===== src/rtl/banco_registradores_pkg.sv =====
// banco_registradores_pkg: shared widths, stack pointer reset and selRT encodings
package banco_registradores_pkg;
    localparam int LARGURA = 32;
    localparam int NUM_REGS = 32;
    localparam int REG_SP = 29;
    localparam logic [LARGURA-1:0] SP_INICIAL = 32'h0000_03FC;
    localparam logic [1:0] SEL_REG = 2'b00;
    localparam logic [1:0] SEL_HI = 2'b01;
    localparam logic [1:0] SEL_LO = 2'b10;
    localparam logic [1:0] SEL_ZERO = 2'b11;
endpackage


===== src/rtl/banco_registradores_par_hilo.sv =====
// par_hilo: HI/LO multiply result pair, both halves written together
module par_hilo #(
    parameter int LARGURA = banco_registradores_pkg::LARGURA
) (
    input  logic               clock,
    input  logic               reset,
    input  logic               escreve,
    input  logic [LARGURA-1:0] entradaHI,
    input  logic [LARGURA-1:0] entradaLO,
    output logic [LARGURA-1:0] hi,
    output logic [LARGURA-1:0] lo
);
    always_ff @(posedge clock) begin
        if (!reset) begin
            hi <= '0;
            lo <= '0;
        end else if (escreve) begin
            hi <= entradaHI;
            lo <= entradaLO;
        end
    end
endmodule


===== src/rtl/banco_registradores.sv =====
// banco_registradores: 32x32 register file with HI/LO pair and registered, write-through read ports
module banco_registradores #(
    parameter int NUM_REGS = banco_registradores_pkg::NUM_REGS,
    parameter int LARGURA = banco_registradores_pkg::LARGURA,
    parameter int REG_SP = banco_registradores_pkg::REG_SP,
    parameter logic [LARGURA-1:0] SP_INICIAL = banco_registradores_pkg::SP_INICIAL
) (
    input  logic               clock,
    input  logic               reset,
    input  logic [4:0]         endRS,
    input  logic [4:0]         endRT,
    input  logic [4:0]         endEscrita,
    input  logic [LARGURA-1:0] dadoEscrita,
    input  logic               escreveReg,
    input  logic               escreveHILO,
    input  logic [LARGURA-1:0] entradaHI,
    input  logic [LARGURA-1:0] entradaLO,
    input  logic [1:0]         selRT,
    output logic [LARGURA-1:0] RS,
    output logic [LARGURA-1:0] RT
);
    import banco_registradores_pkg::*;
    logic [LARGURA-1:0] regs [NUM_REGS];
    logic [LARGURA-1:0] hi, lo, rs_prox, rt_reg, rt_prox;
    logic escreve;
    par_hilo #(.LARGURA(LARGURA)) u_hilo (
        .clock(clock),
        .reset(reset),
        .escreve(escreveHILO),
        .entradaHI(entradaHI),
        .entradaLO(entradaLO),
        .hi(hi),
        .lo(lo)
    );
    assign escreve = escreveReg && (endEscrita != 5'd0);
    // same-cycle writes are forwarded so the consumer never sees a stale value
    assign rs_prox = (endRS == 5'd0) ? '0 : (escreve && endEscrita == endRS) ? dadoEscrita : regs[endRS];
    assign rt_reg = (endRT == 5'd0) ? '0 : (escreve && endEscrita == endRT) ? dadoEscrita : regs[endRT];
    assign rt_prox = (selRT == SEL_REG) ? rt_reg :
                     (selRT == SEL_HI) ? (escreveHILO ? entradaHI : hi) :
                     (selRT == SEL_LO) ? (escreveHILO ? entradaLO : lo) : '0;
    always_ff @(posedge clock) begin
        if (!reset) begin
            for (int i = 0; i < NUM_REGS; i++) regs[i] <= (i == REG_SP) ? SP_INICIAL : '0;
            RS <= '0;
            RT <= '0;
        end else begin
            if (escreve) regs[endEscrita] <= dadoEscrita;
            RS <= rs_prox;
            RT <= rt_prox;
        end
    end
endmodule


===== config.mk =====
export PLATFORM = sky130hd
export DESIGN_NAME = banco_registradores
export DESIGN_NICKNAME = d
export VERILOG_FILES = /design/src/rtl/banco_registradores_pkg.sv /design/src/rtl/banco_registradores_par_hilo.sv /design/src/rtl/banco_registradores.sv
export SDC_FILE = /design/constraint.sdc
export NUM_CORES = 2
export LEC_CHECK = 0
export BUFFER_PORTS_ARGS = -buffer_cell sky130_fd_sc_hd__buf_2
export CORE_MARGIN = 3
export CORE_UTILIZATION = 70
export CTS_BUF_LIST = sky130_fd_sc_hd__clkbuf_4 sky130_fd_sc_hd__clkbuf_8
export CTS_CLUSTER_DIAMETER = 150
export CTS_CLUSTER_SIZE = 12
export DETAILED_ROUTE_END_ITERATION = 6
export GPL_TIMING_DRIVEN = 1
export HOLD_SLACK_MARGIN = 0.06
export PLACE_DENSITY_LB_ADDON = 0.08
export SYNTH_ARGS = -nofsm -noshare
export SYNTH_HDL_FRONTEND = slang
export SYNTH_SLANG_ARGS = --single-unit
export TNS_END_PERCENT = 100

===== constraint.sdc =====
create_clock -name clock -period 13.2 [get_ports clock]
set_input_delay 3.3 -clock clock [delete_from_list [all_inputs] [get_ports clock]]
set_output_delay 3.3 -clock clock [all_outputs]
set_load 0.1 [all_outputs]

==> results.py <==
metrics = {
    "outcome": {
        "status": "complete, but fails checks",
        "violations": "DRC",
    },
    "worst_setup_path": {
        "required_ps": 13900,
        "reg2reg_depth": 5,
        "rrSetupSlack_ps": 10910,
        "crit_arrival_ps": 7340,
        "crit_fanout": 34,
        "cp-end-kind": "flip-flop",
        "crit_path_start_kind": "input pin",
        "path_class": "input pin to flip-flop",
    },
    "synthesis": {
        "synth_top_family_by_area": "multiplexers",
        "synthCells": 4056,
        "yosys_register_bits": 1152,
        "async_flop_share_pct": 0,
        "synth_compound_area_share_pct": 4.53,
        "synth_ff_type": "edfxtp_1",
        "synth_xor_area_share_pct": 0.148,
        "netlist_area_um2": 59300,
        "synth_edf_count": 1024,
        "syn_avg_cell_area_um2": 14.6,
        "synth-simple-area-share_pct": 12.6,
        "synth_cell_types": 51,
        "yosys_warnings": 0,
        "synth_mux_area_share_pct": 23.3,
        "synthAdderAreaFrac_pct": 0,
        "synth_seq_area_share_pct": 56.2,
    },
    "drt": {
        "postRouteAntennaNets": 0,
        "wl_mm": 201,
        "drc": 20,
        "via_per_inst": 7.69,
        "vias": 40500,
        "dr.pass1.iters": 7,
        "first_iter_violations": 7330,
        "wire_per_inst_um": 38.2,
    },
    "floorplan": {
        "start_util_pct": 70.8,
        "die_area_um2": 88300,
        "die_y_um": 297,
        "die_x_um": 297,
        "pin_count": 181,
        "core_um2": 83800,
        "num_rows": 106,
    },
    "run": {
        "cap_violations": 0,
    },
    "global_routing": {
        "grt_max_degree": 147,
        "grt_pass1_wl_mm": 284,
        "antenna_found_initial": 15,
        "grt-ovfl-total": 0,
        "grt.total_usage_pct": 45.4,
        "grt_pass1_vias": 40100,
    },
    "place": {
        "portBuffers": 180,
        "dp_hpwl_mm": 122,
        "gp_congestion": 0.944,
    },
    "sta": {
        "period_share_pct": 50.3,
        "fmax_mhz": 151,
        "setup_viol": 0,
        "clock_skew_ps": 33.6,
        "worst_pin_slew_ps": 1320,
        "maxSlewHeadroom_pct": 11.8,
        "hold_viol": 0,
        "fin_crit_ps": 6640,
        "drv_slew": 0,
        "rsz0062_at_grt": "no",
        "setup_tns_ps": 0,
    },
    "pwr": {
        "power_uw": 7660,
        "clock_power_share_pct": 28.9,
        "leakage_uw": 0.0224,
        "switching_share_pct": 27.5,
        "power_density_nw_per_um2": 121,
        "combPwrFrac_pct": 15.0,
        "peakVddDrop_v": 0.000105,
        "intPower_uw": 5560,
        "p_switching_uw": 2110,
        "p_seq_share_pct": 56.1,
    },
    "clock_tree": {
        "root_buffer": "clkbuf_8",
        "clkTransAtPathRegs_ps": 80,
        "numCtsBuffers": 105,
        "postCtsSetupBuffers": 0,
        "cts_resized": 0,
        "htreeDepth": 3,
        "cts_sinks": 1152,
        "cts_buffer_depth": 3,
        "insertion_delay_ps": 780,
        "ctsHoldBuffers": 0,
        "cts_tree": "built",
    },
    "final_layout": {
        "final_cell_mix": "1,024 x edfxtp_1, 954 x and2_1, 433 x mux4_2",
        "layout_commonest_cell": "edfxtp_1",
        "drive_gt1_share_pct": 26.3,
        "area_delta_synth_final_pct": 6.80,
        "final_net_count": 4148,
        "fillers": 5153,
    },
    "worst_hold_path": {
        "hp-class": "flip-flop to flip-flop",
        "worstHoldPathCells": 2,
    },
}
==> metal layers <==
| layer | part of all wire, % | global-route usage [%] |
|---|---|---|
| met1 | 32 | 58.8 |
| met2 | 44 | 66.6 |
| met3 | 17 | 15.1 |
| met4 | 7.9 | 29.5 |
| met5 | 0.026 | 0 |
==> stage by stage <==
| stage | hold slack (ps) | cells | worst slack (ps) | instance area [um2] | util (%) |
|---|---|---|---|---|---|
| after floorplan | 456 | 4087 | 6130 | 59400 | - |
| after global placement | 467 | 5058 | 6070 | 61200 | 73.0 |
| after detailed placement | 480 | 5058 | 6040 | 61200 | 73.0 |
| after CTS | 498 | 5254 | 6810 | 63300 | 75.5 |
| after global routing | 526 | 5257 | 6550 | 63300 | 75.6 |
| final | 494 | 5263 | 6560 | 63300 | 75.6 |
==> registers in the layout (all words and copies together), names as in the netlist <==
signal	flops
RS	32
RT	32
regs	1024
u_hilo.hi	32
u_hilo.lo	32
==> synthesized netlist by cell type (all sizes together) (23+ instances only) <==
master	count	area share, %
mux2i	269	4.5
a32o	32	0.54
o211ai	86	1.1
clkbuf	306	1.9
buf	140	1.3
a211oi	28	0.36
o221ai	27	0.40
mux2	94	1.8
nor2	100	0.63
nand3	34	0.29
mux4	446	17
o21ai	34	0.29
a221o	23	0.39
edfxtp	1024	52
dfxtp	128	4.3
a22oi	51	0.65
and2	954	10
o22ai	54	0.57
nand2	105	0.66
nor3	32	0.27
==> critical path, stage by stage <==
cell,delay [ps]
buf_8,310
buf_4,600
buf_4,580
xnor2_1,180
o2111ai_1,120
nor4_1,500
nor2b_4,860
buf_4,550
a32o_1,200
==> area by class of cell <==
class	instances	area, um2	area share [%]
Clock inverter	7	55.1	0.0869
Timing Repair Buffer	283	1770	2.79
Antenna cell	9	22.5	0.0356
Multi-Input combinational cell	2487	24700	39.0
Clock buffer	189	2080	3.28
Inverter	2	10.0	0.0158
Tap cell	1134	1420	2.24
Sequential cell	1152	33300	52.6
==> power groups by stage <==
stage | registers (uW) | clock network, uW | logic (uW)
2_1_floorplan | 4450 | 0 | 623
3_3_place_gp | 4350 | 0 | 1090
3_5_place_dp | 4370 | 0 | 1110
4_1_cts | 4290 | 2200 | 1110
5_1_grt | 4310 | 2340 | 1170
6_report | 4300 | 2220 | 1150
==> path summary, 6_finish.rpt <==
check	from	endpoint
max	endRS[1]	RS[24]
min	u_hilo.lo[9]	u_hilo.lo[9]
max reg2reg	regs[30][5]	RT[5]
min reg2reg	u_hilo.lo[9]	u_hilo.lo[9]
==> cell families after synthesis <==
kind of cell           Yosys count
AO/OA/AOI/OAI                  354
other                            1
XOR/XNOR                        10
flip-flops                    1152
multiplexers                   809
AND/OR/NAND/NOR               1282
buffers and inverters          448
Power figures use the tool's default switching activity.
